--- src/rtl/master_port.sv ---
// Serial-bus master port: arbitrates for the bus, shifts address/write data
// out LSB-first and reassembles serial read data, with split and timeout handling.
module master_port #(
  parameter int ADDR_WIDTH = 12,
  parameter int DATA_WIDTH = 8,
  parameter int TIMEOUT    = 255
) (
  input  logic                  clk,
  input  logic                  rstn,
  input  logic                  dvalid,
  input  logic                  dmode,
  input  logic [ADDR_WIDTH-1:0] daddr,
  input  logic [DATA_WIDTH-1:0] dwdata,
  output logic                  dready,
  output logic [DATA_WIDTH-1:0] drdata,
  output logic                  drvalid,
  output logic                  derror,
  output logic                  mbreq,
  input  logic                  mbgrant,
  input  logic                  msplit,
  input  logic                  sready,
  output logic                  mwdata,
  output logic                  mmode,
  output logic                  mvalid,
  input  logic                  mrdata,
  input  logic                  svalid
);

  typedef enum logic [2:0] {
    S_IDLE, S_REQ, S_ADDR, S_WDATA, S_WAITR, S_SPLIT, S_RDATA
  } state_t;

  typedef struct packed {
    logic                  mode;
    logic [ADDR_WIDTH-1:0] addr;
    logic [DATA_WIDTH-1:0] wdata;
  } req_t;

  localparam logic [7:0] ALAST  = 8'(ADDR_WIDTH - 1);
  localparam logic [7:0] DLAST  = 8'(DATA_WIDTH - 1);
  localparam logic [7:0] DLAST1 = 8'(DATA_WIDTH - 2);
  localparam logic [7:0] TMO    = 8'(TIMEOUT);

  state_t                state_q, state_d;
  logic [7:0]            cnt_q, cnt_d;
  logic [7:0]            tmo_q, tmo_d;
  req_t                  req_q, req_d;
  logic [DATA_WIDTH-1:0] rbuf_q, rbuf_d;
  logic [DATA_WIDTH-1:0] drdata_q, drdata_d;
  logic                  drvalid_q, drvalid_d;
  logic                  derror_q, derror_d;
  logic                  mbreq_q, mbreq_d;
  logic                  mvalid_q, mvalid_d;
  logic                  mwdata_q, mwdata_d;
  logic                  mmode_q, mmode_d;
  logic [DATA_WIDTH-1:0] rbuf_in;

  // Read bits enter at the MSB and walk down, so bit 0 lands last at [0].
  generate
    if (DATA_WIDTH == 1) begin : g_rin1
      assign rbuf_in = mrdata;
    end else begin : g_rinn
      assign rbuf_in = {mrdata, rbuf_q[DATA_WIDTH-1:1]};
    end
  endgenerate

  always_comb begin
    state_d   = state_q;
    cnt_d     = cnt_q;
    tmo_d     = tmo_q;
    req_d     = req_q;
    rbuf_d    = rbuf_q;
    drdata_d  = drdata_q;
    drvalid_d = 1'b0;
    derror_d  = 1'b0;
    mbreq_d   = mbreq_q;
    mvalid_d  = mvalid_q;
    mwdata_d  = mwdata_q;
    mmode_d   = mmode_q;

    case (state_q)
      S_IDLE: begin
        if (dvalid) begin
          req_d.mode  = dmode;
          req_d.addr  = daddr;
          req_d.wdata = dwdata;
          mbreq_d     = 1'b1;
          state_d     = S_REQ;
        end
      end
      S_REQ: begin
        if (mbgrant && sready) begin
          mvalid_d   = 1'b1;
          mwdata_d   = req_q.addr[0];
          mmode_d    = req_q.mode;
          req_d.addr = req_q.addr >> 1;
          state_d    = S_ADDR;
        end
      end
      S_ADDR: begin
        if (cnt_q == ALAST) begin
          if (req_q.mode) begin
            mwdata_d    = req_q.wdata[0];
            req_d.wdata = req_q.wdata >> 1;
            state_d     = S_WDATA;
          end else begin
            mvalid_d = 1'b0;
            tmo_d    = 8'd0;
            state_d  = S_WAITR;
          end
        end else begin
          cnt_d      = cnt_q + 8'd1;
          mwdata_d   = req_q.addr[0];
          req_d.addr = req_q.addr >> 1;
        end
      end
      S_WDATA: begin
        if (cnt_q == DLAST) begin
          mvalid_d = 1'b0;
          mbreq_d  = 1'b0;
          state_d  = S_IDLE;
        end else begin
          cnt_d       = cnt_q + 8'd1;
          mwdata_d    = req_q.wdata[0];
          req_d.wdata = req_q.wdata >> 1;
        end
      end
      S_WAITR: begin
        if (svalid) begin
          rbuf_d = rbuf_in;
          if (DATA_WIDTH == 1) begin
            drdata_d  = rbuf_in;
            drvalid_d = 1'b1;
            mbreq_d   = 1'b0;
            state_d   = S_IDLE;
          end else begin
            state_d = S_RDATA;
          end
        end else if (msplit) begin
          state_d = S_SPLIT;
        end else if (tmo_q == TMO) begin
          derror_d = 1'b1;
          mbreq_d  = 1'b0;
          state_d  = S_IDLE;
        end else begin
          tmo_d = tmo_q + 8'd1;
        end
      end
      S_SPLIT: begin
        // Timeout count is held here so split time is not charged to the slave.
        if (mbgrant && !msplit) state_d = S_WAITR;
      end
      S_RDATA: begin
        // cnt counts bits received after the first, captured back in WAITR.
        if (svalid) begin
          rbuf_d = rbuf_in;
          if (cnt_q == DLAST1) begin
            drdata_d  = rbuf_in;
            drvalid_d = 1'b1;
            mbreq_d   = 1'b0;
            state_d   = S_IDLE;
          end else begin
            cnt_d = cnt_q + 8'd1;
          end
        end
      end
      default: begin
        mbreq_d  = 1'b0;
        mvalid_d = 1'b0;
        state_d  = S_IDLE;
      end
    endcase

    if (state_d != state_q) cnt_d = 8'd0;
  end

  always_ff @(posedge clk or negedge rstn) begin
    if (!rstn) begin
      state_q   <= S_IDLE;
      cnt_q     <= 8'd0;
      tmo_q     <= 8'd0;
      req_q     <= '0;
      rbuf_q    <= '0;
      drdata_q  <= '0;
      drvalid_q <= 1'b0;
      derror_q  <= 1'b0;
      mbreq_q   <= 1'b0;
      mvalid_q  <= 1'b0;
      mwdata_q  <= 1'b0;
      mmode_q   <= 1'b0;
    end else begin
      state_q   <= state_d;
      cnt_q     <= cnt_d;
      tmo_q     <= tmo_d;
      req_q     <= req_d;
      rbuf_q    <= rbuf_d;
      drdata_q  <= drdata_d;
      drvalid_q <= drvalid_d;
      derror_q  <= derror_d;
      mbreq_q   <= mbreq_d;
      mvalid_q  <= mvalid_d;
      mwdata_q  <= mwdata_d;
      mmode_q   <= mmode_d;
    end
  end

  assign dready  = (state_q == S_IDLE);
  assign drdata  = drdata_q;
  assign drvalid = drvalid_q;
  assign derror  = derror_q;
  assign mbreq   = mbreq_q;
  assign mvalid  = mvalid_q;
  assign mwdata  = mwdata_q;
  assign mmode   = mmode_q;

endmodule

--- config.mk ---
export PLATFORM = sky130hd
export DESIGN_NAME = master_port
export DESIGN_NICKNAME = d
export VERILOG_FILES = /design/src/rtl/master_port.sv
export SDC_FILE = /design/constraint.sdc
export NUM_CORES = 1
export LEC_CHECK = 0
export ABC_AREA = 1
export ABC_CLOCK_PERIOD_IN_PS = 4600
export CORE_ASPECT_RATIO = 1.5
export CORE_MARGIN = 2
export CORE_UTILIZATION = 51
export CTS_CLUSTER_DIAMETER = 40
export DETAILED_ROUTE_END_ITERATION = 6
export PLACE_DENSITY = 0.74
export SKIP_LAST_GASP = 1
export SLEW_MARGIN = 20
export SYNTH_ARGS = -nofsm -noshare
export SYNTH_HDL_FRONTEND = slang
export SYNTH_SLANG_ARGS = --single-unit
--- constraint.sdc ---
create_clock -name clk -period 4.6 [get_ports clk]
set_clock_uncertainty 0.05 [all_clocks]
set_input_delay 0.92 -clock clk [delete_from_list [all_inputs] [get_ports clk]]
set_output_delay 0.92 -clock clk [all_outputs]
set_load 0.005 [all_outputs]
Yosys cells after proc, flatten, opt, wreduce, memory -nomap -nowiden
Index checks and enable logic that the tools add are counted.
Cells by class
  $add $sub $neg: 2
  $mul: 0
  divide/modulo/power cells: 0
  order comparisons: 0
  equal/unequal tests: 30
  shifts and indexed selects: 0
  mux-type cells: 56
  bitwise operators: 2
  reductions and logical operators: 23
Operator list (count)
  two-way mux 8 bit: 13
  one-hot mux 8 bit (3 select lines): 2
  one-hot mux 12 bit (3 select lines): 1
  two-way mux 3 bit: 11
  != test 2 bit (second input constant): 14
  two-way mux 12 bit: 2
  two-way mux 1 bit: 21
  one-hot mux 3 bit (7 select lines): 1
  two-way mux 20 bit: 1
  adder 8 x 1 -> 8 bit (second input constant): 2
  equality test 8 x 3 -> 1 bit (second input constant): 2
  one-hot mux 8 bit (2 select lines): 1
  != test 3 bit (second input constant): 5
  AND reduction 5 bit: 3
  equality test 3 bit (second input constant): 3
  nonzero test 3 bit: 3
  equality test 8 x 4 -> 1 bit (second input constant): 1
  equality test 8 bit (second input constant): 1
  AND reduction 4 bit: 2
  AND reduction 8 bit: 1
  equality test 3 x 2 -> 1 bit (second input constant): 2
  AND reduction 2 bit: 3
  AND reduction 6 bit: 1
  one-hot mux 1 bit (5 select lines): 1
  14 further kinds: 16
Storage, ports and cells
  register bits after elaboration: 62
  bits in latches: 0
  bits in writable memories: 0
  ROM bits: 0
  input port bits: 29
  output and inout port bits: 15
  logic and storage cells: 127
  memories kept: 0

Logic depth before layout (Yosys ltp)
Gate-level depths: netlist of run 1.
  depth in word-level cells: 8
  mapped depth: 13
  mapped depth without buffers: 12

Least setup slack after synthesis of run 1
No wires, ideal clock.
  path kind: input-to-reg
  start: in svalid
  end: reg drdata_q[2] (netlist: drdata[2])
  setup time: 0.125 ns
  arrival time: 1.695 ns
  required time: 4.425 ns
  slack: 2.730 ns
  cell stages on the path: 4
  path buffers: 1
  cells stage by stage: inv_1 -> nor2_1 -> buf_2 -> mux2_2
On the way
  cells in the longest elaborated chain, start to end: 1
Ends and longest elaborated chain
  start, declared: RTL line 26  | input logic svalid
  AND reduction 3 bit (no source line)
  end signal, assigned: RTL line 197  | drdata_q <= drdata_d;
  end, declared: RTL line 49  | logic [DATA_WIDTH-1:0] drdata_q, drdata_d;
Every way passes these cells.
A chain may end at the register's enable or synchronous reset.

Worst setup path in the final report of run 1
  start: reg state_q[2]
  end: out dready
On the way
  cells in the longest elaborated chain, start to end: 1
Ends and longest elaborated chain
  start, declared: RTL line 44  | state_t state_q, state_d;
  start signal, assigned: RTL line 192  | state_q <= state_d;
  logical NOT 3 bit: RTL line 207  | assign dready = (state_q == S_IDLE);
  end, declared: RTL line 14  | output logic dready,
Every way passes these cells.

==> out/qor_table.md, run 1 <==
| Group | Quantity | Reported |
|:---|:---|:---|
| route | Final antenna-violating net count | 0 |
| flow run | Max-cap violations | 0 |
| cts | Number of hold-repair buffers added at the cts stage | 0 |
| grt | Largest net degree at the start of global routing | 33 |
| grt | GRT Resource Usage Total | 0.228 |
| die | Die width | 68.6 um |
| cts | Clock Tree Root | sky130_fd_sc_hd__clkbuf_8 |
| die | I/O pin count | 44 |
| die | Core Region | 6090 um^2 |
| placement | Weighted congestion reported at the end of routability-driven placement | 0.844 |
| critical path | Peak fanout along the critical path | 11 |
| cts | Number of levels in the clock H-tree | 3 |
| sta | Setup violations, final | 0 |
| logic synthesis | Mean instance size in the synthesized netlist | 8.28 um^2 |
| route | Total routed wire length on the met1 layer | 2890 um |
| die | Starting utilization of the core area | 0.525 |
| route | First DRT Iteration DRCs | 146 |
| sta | Max Clk Rate | 370 MHz |
| cts | Number of clock sinks | 61 |
| min path | Startpoint of the lowest-slack hold path | rbuf_q[1] |
| die | Overall die area | 6930 um^2 |
| grt | Total global routing overflow | 0 |
| min path | Hold-critical path endpoint | rbuf_q[1] |
| route | Detail-routed via count per cell | 5.42 |
| sta | Max-slew violation count | 0 |
| layout | FILL cells | 549 |
| power and ir drop | P per Cell Area | 547 nW/um^2 |
| cts | Post-cts gate resize count | 0 |
| route | Via total after detailed routing | 2752 |
| route | Final routed DRC violation total | 0 |
| sta | Sum of negative setup slack | 0 ns |
| critical path | Startpoint of the worst register-to-register path | state_q[2] |
| route | Number of iterations in the first detailed-routing pass | 4 |
| die | Die height | 101 um |
| critical path | Required time of the worst setup path | 3.63 ns |
| sta | Count of final hold-check violations | 0 |
| die | Standard-cell rows | 35 |
| logic synthesis | Async SR Flop Fraction | 1.00 |
| layout | Layout-stage area growth over the synthesis result | 19.8% |
| logic synthesis | Flip-flop cell with the highest count after synthesis | sky130_fd_sc_hd__dfrtp_1 |
| critical path | Data arrival time of the critical path | 1.73 ns |
| critical path | Element type at the critical path start | register |
| outcome | Status | finished clean |
| sta | Final critical path time including I/O delays and setup | 2.70 ns |
| route | Highest metal layer with signal wires | met4 |
| grt | Number of global-route vias before repair | 2744 |
| sta | Unrepaired setup endpoints after global routing | no |
| placement | Port bufs | 43 |
| logic synthesis | Post-synthesis net count | 418 |
| cts | Later-pin clock latency in the skew report | 0.34 ns |
| logic synthesis | Number of enable-type register cells in the synthesized netlist | 0 |
| power and ir drop | Leak | 1.77 nW |
| cts | Setup repair bufs after CTS | 0 |
| sta | Transition time of the tightest slew-check pin | 0.798 ns |
| grt | Initial antenna violation count | 0 |
| route | DR WL met2 | 3700 um |
| critical path | Worst-case reg-to-reg path depth | 7 |
| critical path | Register-to-register setup slack | 2.17 ns |
| min path | Number of cells traversed by the worst hold path | 2 |
| cts | Maximum root-to-sink buffer count | 2 |
| cts | TritonCTS clock tree | built |
| critical path | Worst Path Class, Setup | register to output pin |
| sta | Final cycle utilization of the critical path | 0.587 |
| cts | Inserted Clock Buffers | 9 |
| logic synthesis | Number of warnings issued by yosys | 0 |
| logic synthesis | Mapped Area | 3200 um^2 |
| layout | Final nets | 461 |
| layout | Proportion of layout cells with a drive suffix above 1 | 0.118 |
| critical path | Type of destination of the critical path | output pin |
| route | Detail-routed net length per standard cell | 13.7 um |
| logic synthesis | Post-synthesis register bit count | 61 |
| route | Wire length on met3 | 295 um |
| critical path | Endpoint of the lowest-slack register-to-register path | mbreq |
| layout | Number of diodes | 0 |
| power and ir drop | IR Drop Worst-Case VDD | 0.000384 V |
| cts | CTS clock-pin slew for the worst setup and hold paths | 0.08 ns |
| route | Drt total wl | 6970 um |
| min path | Type of the tightest min-delay check | register to register |
| grt | Wire length of the first global-routing pass | 11900 um |
| layout | Final core utilization | 0.629 |
| logic synthesis | Sequential-to-total area share from yosys stat | 0.477 |
| logic synthesis | Instance count of the mapped netlist | 386 |
| logic synthesis | Yosys cell types | 35 |
| placement | Half-perimeter wire length after detailed placement | 5100 um |
| sta | Max-slew headroom | 0.466 |
==> metrics by stage <==
stage	setup WS [ns]	cells	hold WS (ns)	area (um^2)	power, mW
finish	1.90	508	0.445	3830	2.09
global route	1.78	508	0.472	3830	2.28
CTS	1.92	508	0.442	3830	2.11
detailed placement	1.74	492	0.424	3650	1.69
global placement	1.84	492	0.415	3650	1.66
floorplan	2.73	386	0.398	3200	1.46
==> sequential cells by signal, summed over array words and instances (netlist names) <==
| signal | cells |
|---|---|
| rbuf_q | 7 |
| tmo_q | 8 |
| derror | 1 |
| drvalid | 1 |
| mmode | 1 |
| mbreq | 1 |
| cnt_q | 8 |
| mwdata | 1 |
| state_q | 3 |
| req_q | 21 |
| mvalid | 1 |
| drdata | 8 |
==> power by group <==
group / internal [mW] / switching (mW)
combinational: 0.324 / 0.595
clock: 0.197 / 0.227
sequential: 0.670 / 0.0812
total: 1.19 / 0.903
==> cells in the final DEF (no fill, tap or decap), types with 6 or more instances in the layout <==
cell	n
sky130_fd_sc_hd__clkdlybuf4s50_1	42
sky130_fd_sc_hd__a21oi_1	10
sky130_fd_sc_hd__nand2_1	76
sky130_fd_sc_hd__nand4_1	10
sky130_fd_sc_hd__clkbuf_8	9
sky130_fd_sc_hd__o21ai_0	18
sky130_fd_sc_hd__dfrtp_1	61
sky130_fd_sc_hd__inv_1	32
sky130_fd_sc_hd__a31oi_1	19
sky130_fd_sc_hd__nor2_1	52
sky130_fd_sc_hd__nand3_1	41
sky130_fd_sc_hd__mux2_2	6
==> cell type report <==
cell class                      count  area (um^2)  area share
Sequential cell                    61         1530       0.399
Multi-Input combinational cell    275         1460       0.381
Timing Repair Buffer               44          433       0.113
Inverter                           38          144      0.0376
Clock buffer                        9          124      0.0323
Tap cell                           74         92.6      0.0242
Clock inverter                      7         51.3      0.0134
==> worst max path at each step <==
stage,start,to,slack (ns),depth (start not counted)
3_5_place_dp,svalid,drdata[6],1.74,4
4_1_cts,state_q[2],dready,1.92,4
2_1_floorplan,svalid,drdata[2],2.73,4
5_1_grt,state_q[2],dready,1.78,4
6_report,state_q[2],dready,1.90,4
3_3_place_gp,svalid,drdata[6],1.84,4
==> worst max-delay path: stages (launching register included) <==
cell                              delay, ns
sky130_fd_sc_hd__dfrtp_1               0.50
sky130_fd_sc_hd__inv_2                 0.23
sky130_fd_sc_hd__nand2_2               0.09
sky130_fd_sc_hd__inv_1                 0.08
sky130_fd_sc_hd__clkdlybuf4s50_1       0.50
==> Yosys cell counts, types with 2 or more instances <==
master,number,area share
sky130_fd_sc_hd__nor3_4,2,0.010
sky130_fd_sc_hd__ha_1,3,0.012
sky130_fd_sc_hd__nand2_1,76,0.089
sky130_fd_sc_hd__mux2_2,6,0.021
sky130_fd_sc_hd__nand2_2,5,0.0098
sky130_fd_sc_hd__clkbuf_1,6,0.0070
sky130_fd_sc_hd__o21a_1,4,0.0094
sky130_fd_sc_hd__nor4_1,3,0.0059
sky130_fd_sc_hd__buf_2,3,0.0047
sky130_fd_sc_hd__a31oi_1,19,0.037
sky130_fd_sc_hd__xor2_1,5,0.014
sky130_fd_sc_hd__o21ai_0,18,0.028
sky130_fd_sc_hd__buf_6,2,0.0070
sky130_fd_sc_hd__inv_1,32,0.038
sky130_fd_sc_hd__inv_2,5,0.0059
sky130_fd_sc_hd__nor2_2,5,0.0098
sky130_fd_sc_hd__nor2_4,3,0.011
sky130_fd_sc_hd__a21oi_1,10,0.016
sky130_fd_sc_hd__nor3_1,3,0.0047
sky130_fd_sc_hd__nand3_1,41,0.064
sky130_fd_sc_hd__nand4_1,10,0.020
sky130_fd_sc_hd__dfrtp_1,61,0.48
sky130_fd_sc_hd__nor2_1,52,0.061
==> metal layers <==
metal | up-vias | GRT usage
met5 | - | 0
met4 | 0 | 0.0877
li1 | 1377 | -
met1 | 1313 | 0.263
met2 | 55 | 0.394
met3 | 7 | 0.0547
==> cells by family (layout without fill, tap and decap cells) <==
| family | after synthesis | after routing | share of synthesized area |
|---|---|---|---|
| xor gates and xnor gates | 5 | 5 | 0.0137 |
| buffers and inverters | 50 | 98 | 0.0661 |
| adders and majority gates | 3 | 3 | 0.0117 |
| and+or+nand+nor | 206 | 206 | 0.310 |
| DFF | 61 | 61 | 0.477 |
| muxes | 6 | 6 | 0.0211 |
| AOI/OAI and AO/OA | 55 | 55 | 0.0998 |
Power figures use the tool's default switching activity.
==> run 2, diff against run 1 <==
--- a/config.mk
+++ b/config.mk
@@ -6,10 +6,10 @@
 export NUM_CORES = 1
 export LEC_CHECK = 0
 export ABC_AREA = 1
-export ABC_CLOCK_PERIOD_IN_PS = 4600
+export ABC_CLOCK_PERIOD_IN_PS = 2300
 export CORE_ASPECT_RATIO = 1.5
 export CORE_MARGIN = 2
-export CORE_UTILIZATION = 51
+export CORE_UTILIZATION = 49
 export CTS_CLUSTER_DIAMETER = 40
 export DETAILED_ROUTE_END_ITERATION = 6
 export PLACE_DENSITY = 0.74
==> constraint.sdc (replaced) <==
create_clock -name clk -period 2.3 [get_ports clk]
set_clock_uncertainty 0.05 [all_clocks]
set_input_delay 0.46 -clock clk [delete_from_list [all_inputs] [get_ports clk]]
set_output_delay 0.46 -clock clk [all_outputs]
set_load 0.005 [all_outputs]
==> run 2 against run 1 <==
Clock power up 130%; setup slack got worse by 1.8 ns; sequential power is 100% higher; combinational power rose by 120%; final cell count rose by 2.4%; sequential share of layout area decreased by 1.4 points; critical path type unchanged; largest cell class unchanged.
==> out/qor_table.md, run 2 (synthesized netlist as in run 1, its figures left out) <==
| Group | Quantity | Reported |
|:---|:---|:---|
| layout | Flip-flop count of the largest register, all copies and words added | 21 |
| sta | Max Clk Rate | 452 MHz |
| sta | Max-slew headroom | 0.733 |
| grt | Initial antenna violation count | 0 |
| sta | Setup violations, final | 0 |
| route | Detail-routed via count per cell | 5.41 |
| layout | Number of diodes | 0 |
| outcome | Status | finished clean |
| route | Detail-routed net length per standard cell | 13.6 um |
| min path | Type of the tightest min-delay check | primary input to async pin |
| critical path | Cell breakdown of the critical path | inv_4 > nand2_2 > inv_1 > clkdlybuf4s50_1 |
| critical path | Peak fanout along the critical path | 11 |
| cts | Number of levels in the clock H-tree | 3 |
| critical path | Data arrival time of the critical path | 1.70 ns |
| grt | Largest net degree at the start of global routing | 62 |
| sta | Final cycle utilization of the critical path | 0.961 |
| layout | FILL cells | 561 |
| grt | GRT Resource Usage Total | 0.209 |
| grt | Number of global-route vias before repair | 2714 |
| route | First DRT Iteration DRCs | 120 |
| die | Standard-cell rows | 36 |
| critical path | Required time of the worst setup path | 1.79 ns |
| critical path | Cell with the biggest individual delay on the critical path | sky130_fd_sc_hd__dfrtp_1 |
| route | Via total after detailed routing | 2813 |
| die | Core Region | 6400 um^2 |
| cts | TritonCTS clock tree | built |
| die | Overall die area | 7200 um^2 |
| cts | Inserted Clock Buffers | 9 |
| critical path | CP Depth | 4 |
| flow run | Max-cap violations | 0 |
| sta | Max-slew violation count | 0 |
| die | Die height | 103 um |
| die | Die width | 70.0 um |
| route | Drt total wl | 7090 um |
| die | Starting utilization of the core area | 0.500 |
| critical path | Startpoint of the worst register-to-register path | state_q[0] |
| critical path | Endpoint of the lowest-slack register-to-register path | cnt_q[5] |
| grt | Total global routing overflow | 0 |
| critical path | Timing startpoint of the critical path | state_q[2] |
| sta | Unrepaired setup endpoints after global routing | no |
| layout | Multi-input combinational cell area | 1460 um^2 |
| layout | Sequential standard cell area | 1530 um^2 |
| layout | Proportion of layout cells with a drive suffix above 1 | 0.137 |
| sta | Transition time of the tightest slew-check pin | 0.397 ns |
| power and ir drop | P per Cell Area | 1130 nW/um^2 |
| critical path | End of the critical path | dready |
| cts | Clock Tree Root | sky130_fd_sc_hd__clkbuf_8 |
| sta | Sum of negative setup slack | 0 ns |
| route | Final antenna-violating net count | 0 |
| sta | Count of final hold-check violations | 0 |
| cts | Post-cts gate resize count | 0 |
| placement | Port bufs | 43 |
| critical path | Element type at the critical path start | register |
| critical path | Worst-case reg-to-reg path depth | 12 |
| sta | Final hold slack | 0.0457 ns |
| placement | Weighted congestion reported at the end of routability-driven placement | 0.935 |
| critical path | CP bufs+invs | 3 |
| cts | CTS clock-pin slew for the worst setup and hold paths | 0.07 ns |
| die | I/O pin count | 44 |
| sta | Final critical path time including I/O delays and setup | 2.21 ns |
| power and ir drop | IR Drop Worst-Case VDD | 0.000788 V |
| layout | Top reg by flops | req_q |
| cts | Number of clock sinks | 61 |
| grt | Wire length of the first global-routing pass | 12000 um |
| route | Final routed DRC violation total | 0 |
| critical path | Register-to-register setup slack | 0.20 ns |
| critical path | Type of destination of the critical path | output pin |
| critical path | Worst Path Class, Setup | register to output pin |
| layout | Layout-stage area growth over the synthesis result | 24.3% |
| layout | Most used cells in the layout excluding fill and tap cells | 76 x sky130_fd_sc_hd__nand2_1, 61 x sky130_fd_sc_hd__dfrtp_1, 52 x sky130_fd_sc_hd__nor2_1, 42 x sky130_fd_sc_hd__clkdlybuf4s50_1, 41 x sky130_fd_sc_hd__nand3_1 |
| power and ir drop | Post-layout total power | 4.48 mW |
| layout | Most frequent standard cell in the layout excluding fill and tap cells | sky130_fd_sc_hd__nand2_1 |
| cts | Later-pin clock latency in the skew report | 0.34 ns |
| power and ir drop | Leak | 1.84 nW |
| route | Number of iterations in the first detailed-routing pass | 4 |
| critical path | CP peak stage delay | 0.52 ns |
| layout | Final nets | 471 |
| cts | Setup repair bufs after CTS | 0 |
| placement | Half-perimeter wire length after detailed placement | 5270 um |
| critical path | CP top delay family | buffers and inverters |
| cts | Number of hold-repair buffers added at the cts stage | 0 |
| cts | Maximum root-to-sink buffer count | 2 |
## run 2: metrics by stage
stage	util	instances	setup WS (ns)	instance area (um^2)
after floorplan	-	386	0.488	3200
after global placement	0.587	504	0.223	3760
after detailed placement	0.587	504	0.200	3760
after CTS	0.620	520	0.0361	3970
after global routing	0.621	520	0.0146	3970
final	0.621	520	0.0900	3970
## run 2: routing by layer
| metal | vias to the layer above | share of wire | track usage |
|---|---|---|---|
| li1 | 1394 | - | - |
| met1 | 1341 | 0.41 | 0.241 |
| met2 | 65 | 0.54 | 0.382 |
| met3 | 13 | 0.030 | 0.0381 |
| met4 | 0 | 0.019 | 0.0873 |
| met5 | - | 0 | 0 |
## run 2: worst reg2reg max path: cells and delay by family (launching register included)
| family | cells | cell delay, ns |
|---|---|---|
| AND/OR/NAND/NOR | 10 | 1.09 |
| flip-flops | 1 | 0.49 |
| buffers and inverters | 2 | 0.36 |
## run 2: worst min path at each step
stage               startpoint        end  slack, ns
floorplan                 rstn   cnt_q[0]       0.11
CTS                       rstn   tmo_q[7]       0.08
global route              rstn   tmo_q[1]       0.10
finish                    rstn   tmo_q[1]       0.05
global placement     rbuf_q[1]  rbuf_q[1]       0.41
detailed placement   rbuf_q[1]  rbuf_q[1]       0.42
## run 2: area by class of cell
class / count / area share
flip-flops and latches: 61 / 0.384
multi-input cells: 275 / 0.369
repair buffers: 54 / 0.134
inverters: 38 / 0.0369
clock buffers: 10 / 0.0346
well taps: 76 / 0.0239
clock inverters: 6 / 0.0176
## run 2: power breakdown
| group | switching, mW | total [mW] | internal (mW) |
|---|---|---|---|
| sequential | 0.165 | 1.50 | 1.34 |
| clock | 0.449 | 0.989 | 0.539 |
| combinational | 1.22 | 1.99 | 0.773 |
| total | 1.83 | 4.48 | 2.65 |
==> run 3, diff against run 2 <==
--- a/config.mk
+++ b/config.mk
@@ -7,14 +7,16 @@
 export LEC_CHECK = 0
 export ABC_AREA = 1
 export ABC_CLOCK_PERIOD_IN_PS = 2300
+export CELL_PAD_IN_SITES_DETAIL_PLACEMENT = 2
+export CELL_PAD_IN_SITES_GLOBAL_PLACEMENT = 2
 export CORE_ASPECT_RATIO = 1.5
 export CORE_MARGIN = 2
-export CORE_UTILIZATION = 49
+export CORE_UTILIZATION = 29
 export CTS_CLUSTER_DIAMETER = 40
 export DETAILED_ROUTE_END_ITERATION = 6
 export PLACE_DENSITY = 0.74
 export SKIP_LAST_GASP = 1
-export SLEW_MARGIN = 20
+export SLEW_MARGIN = 25
 export SYNTH_ARGS = -nofsm -noshare
 export SYNTH_HDL_FRONTEND = slang
 export SYNTH_SLANG_ARGS = --single-unit
==> run 3 against run 2 <==
Maximum frequency up 1.6%; non-clock buffer count did not move; final area is 4.8% higher; final cell count grew 14%; clock power is 38% higher; critical path depth unchanged; sequential power hardly changed; via count grew 4.2%; setup slack improved by 0.036 ns; combinational power up 8%; power grew 12%; wire length is 37% higher; highest routed layer unchanged.
==> out/qor_table.md, run 3 (synthesized netlist as in run 1, its figures left out) <==
| Group | Quantity | Reported |
|:---|:---|:---|
| critical path | CP peak stage delay | 0.50 ns |
| sta | Max-slew violation count | 0 |
| layout | Most frequent standard cell in the layout excluding fill and tap cells | sky130_fd_sc_hd__nand2_1 |
| layout | Number of diodes | 0 |
| die | Standard-cell rows | 47 |
| die | Core Region | 10900 um^2 |
| grt | Initial antenna violation count | 0 |
| die | Die width | 89.7 um |
| power and ir drop | P per Cell Area | 1210 nW/um^2 |
| critical path | Required time of the worst setup path | 1.79 ns |
| grt | Number of global-route vias before repair | 3308 |
| critical path | Startpoint of the worst register-to-register path | state_q[0] |
| power and ir drop | Internal power | 2.99 mW |
| route | Detail-routed via count per cell | 4.96 |
| critical path | Worst-case reg-to-reg path depth | 10 |
| layout | Layout-stage area growth over the synthesis result | 30.3% |
| route | Detail-routed net length per standard cell | 16.5 um |
| layout | Top reg by flops | req_q |
| critical path | Peak fanout along the critical path | 7 |
| critical path | Data arrival time of the critical path | 1.66 ns |
| route | First DRT Iteration DRCs | 94 |
| critical path | Type of destination of the critical path | output pin |
| cts | Number of hold-repair buffers added at the cts stage | 0 |
| route | Final routed DRC violation total | 0 |
| power and ir drop | IR Drop Worst-Case VDD | 0.000410 V |
| flow run | Max-cap violations | 0 |
| cts | Number of levels in the clock H-tree | 3 |
| critical path | CP top delay family | buffers and inverters |
| critical path | Register-to-register setup slack | 0.18 ns |
| placement | Port bufs | 43 |
| route | Via total after detailed routing | 2931 |
| placement | Weighted congestion reported at the end of routability-driven placement | 0.840 |
| cts | Clock Tree Root | sky130_fd_sc_hd__clkbuf_16 |
| grt | Total global routing overflow | 0 |
| layout | FILL cells | 1263 |
| cts | TritonCTS clock tree | built |
| route | Drt total wl | 9730 um |
| sta | Count of final hold-check violations | 0 |
| power and ir drop | Sequential group share of total power | 0.301 |
| grt | GRT Resource Usage Total | 0.176 |
| route | Number of iterations in the first detailed-routing pass | 4 |
| layout | Flip-flop count of the largest register, all copies and words added | 21 |
| layout | Most used cells in the layout excluding fill and tap cells | 76 x sky130_fd_sc_hd__nand2_1, 59 x sky130_fd_sc_hd__dfrtp_1, 51 x sky130_fd_sc_hd__nor2_1, 42 x sky130_fd_sc_hd__clkdlybuf4s50_1, 41 x sky130_fd_sc_hd__nand3_1 |
| cts | Inserted Clock Buffers | 9 |
| min path | Type of the tightest min-delay check | primary input to async pin |
| sta | Max-slew headroom | 0.765 |
| die | Die height | 133 um |
| power and ir drop | Power share of the clock group | 0.271 |
| placement | # placed instances | 575 |
| outcome | Status | finished clean |
| cts | Later-pin clock latency in the skew report | 0.33 ns |
| critical path | Element type at the critical path start | register |
| critical path | Cell with the biggest individual delay on the critical path | sky130_fd_sc_hd__clkdlybuf4s50_1 |
| critical path | CP bufs+invs | 2 |
| sta | Final cycle utilization of the critical path | 0.945 |
| sta | Sum of negative setup slack | 0 ns |
| layout | Layout Cells excl Fill | 591 |
| die | I/O pin count | 44 |
| die | Overall die area | 11900 um^2 |
| sta | Setup violations, final | 0 |
| cts | CTS clock-pin slew for the worst setup and hold paths | 0.05 ns |
| cts | Setup repair bufs after CTS | 0 |
| power and ir drop | Power share of the combinational group | 0.428 |
| power and ir drop | Sw power | 2.03 mW |
| placement | Half-perimeter wire length after detailed placement | 7260 um |
| critical path | Worst Path Class, Setup | register to output pin |
| layout | Proportion of layout cells with a drive suffix above 1 | 0.144 |
| critical path | Cell breakdown of the critical path | nor2_4 > nand2_2 > inv_1 > clkdlybuf4s50_1 |
| sta | Transition time of the tightest slew-check pin | 0.353 ns |
| grt | Wire length of the first global-routing pass | 16700 um |
| sta | Unrepaired setup endpoints after global routing | no |
| cts | Number of clock sinks | 61 |
| cts | Maximum root-to-sink buffer count | 2 |
| layout | Final nets | 471 |
| power and ir drop | Switching Fraction | 0.404 |
| route | Final antenna-violating net count | 0 |
| sta | Final critical path time including I/O delays and setup | 2.17 ns |
| critical path | Endpoint of the lowest-slack register-to-register path | mbreq |
| grt | Largest net degree at the start of global routing | 62 |
| sta | Max Clk Rate | 460 MHz |
| power and ir drop | Leak | 1.89 nW |
| die | Starting utilization of the core area | 0.294 |
==> run 3: worst reg2reg max path, stage by stage, from the launching register on <==
cell and delay [ns]:
sky130_fd_sc_hd__dfrtp_2 0.45, sky130_fd_sc_hd__inv_2 0.10, sky130_fd_sc_hd__nand2_2 0.12, sky130_fd_sc_hd__nor2_4 0.07
sky130_fd_sc_hd__clkinv_2 0.09, sky130_fd_sc_hd__buf_4 0.25, sky130_fd_sc_hd__nand2_1 0.13, sky130_fd_sc_hd__nor3_1 0.28
sky130_fd_sc_hd__o2111ai_1 0.19, sky130_fd_sc_hd__o21ai_0 0.20, sky130_fd_sc_hd__nand2_1 0.07
==> run 3: timing repair <==
action / CTS / global route
setup endpoints to repair: 1 / 5
pin swaps: 0 / 0
gates resized for setup: 1 / 5
==> run 3: through the flow <==
step	util	instance area (um^2)	hold WS, ns	setup slack [ns]	power (mW)
2_1_floorplan	-	3200	0.114	0.488	2.92
3_3_place_gp	0.354	3850	0.415	0.130	3.57
3_5_place_dp	0.354	3850	0.442	0.0463	3.68
4_1_cts	0.382	4150	0.0900	0.00273	5.10
5_1_grt	0.383	4160	0.0979	0.0200	5.42
6_report	0.383	4160	0.0669	0.126	5.02
==> run 3: worst max-delay path by stage <==
stage               startpoint   endpoint  slack (ns)  depth (start not counted)
floorplan             cnt_q[0]  drdata[2]        0.49                          8
global placement        svalid   tmo_q[6]        0.13                          8
detailed placement      svalid   cnt_q[0]        0.05                         11
CTS                 state_q[2]     dready       0.003                          4
global route          cnt_q[1]   tmo_q[7]        0.02                         10
finish              state_q[0]     dready        0.13                          4
==> run 3: power by group through the flow <==
stage                     Combinational (mW)  Sequential, mW  Clock [mW]
after floorplan                         1.44            1.48           0
after global placement                  2.05            1.51           0
after detailed placement                2.16            1.52           0
after CTS                               2.19            1.52        1.39
after global routing                    2.44            1.55        1.44
final                                   2.15            1.51        1.36
==> run 3: routing by layer <==
metal / part of all wire / wire length [um] / up-vias / track usage
li1: - / - / 1399 / -
met1: 0.37 / 3620 / 1465 / 0.178
met2: 0.57 / 5550 / 51 / 0.342
met3: 0.028 / 272 / 16 / 0.0382
met4: 0.030 / 291 / 0 / 0.0744
met5: 0 / 0 / - / 0
==> run 3: final cells by class <==
class,instances,area (um^2),share of cell area
flip-flops and latches,61,1530,0.367
multi-input cells,275,1470,0.353
repair buffers,54,533,0.128
clock buffers,10,239,0.0574
well taps,147,184,0.0442
inverters,38,146,0.0352
clock inverters,6,61.3,0.0147
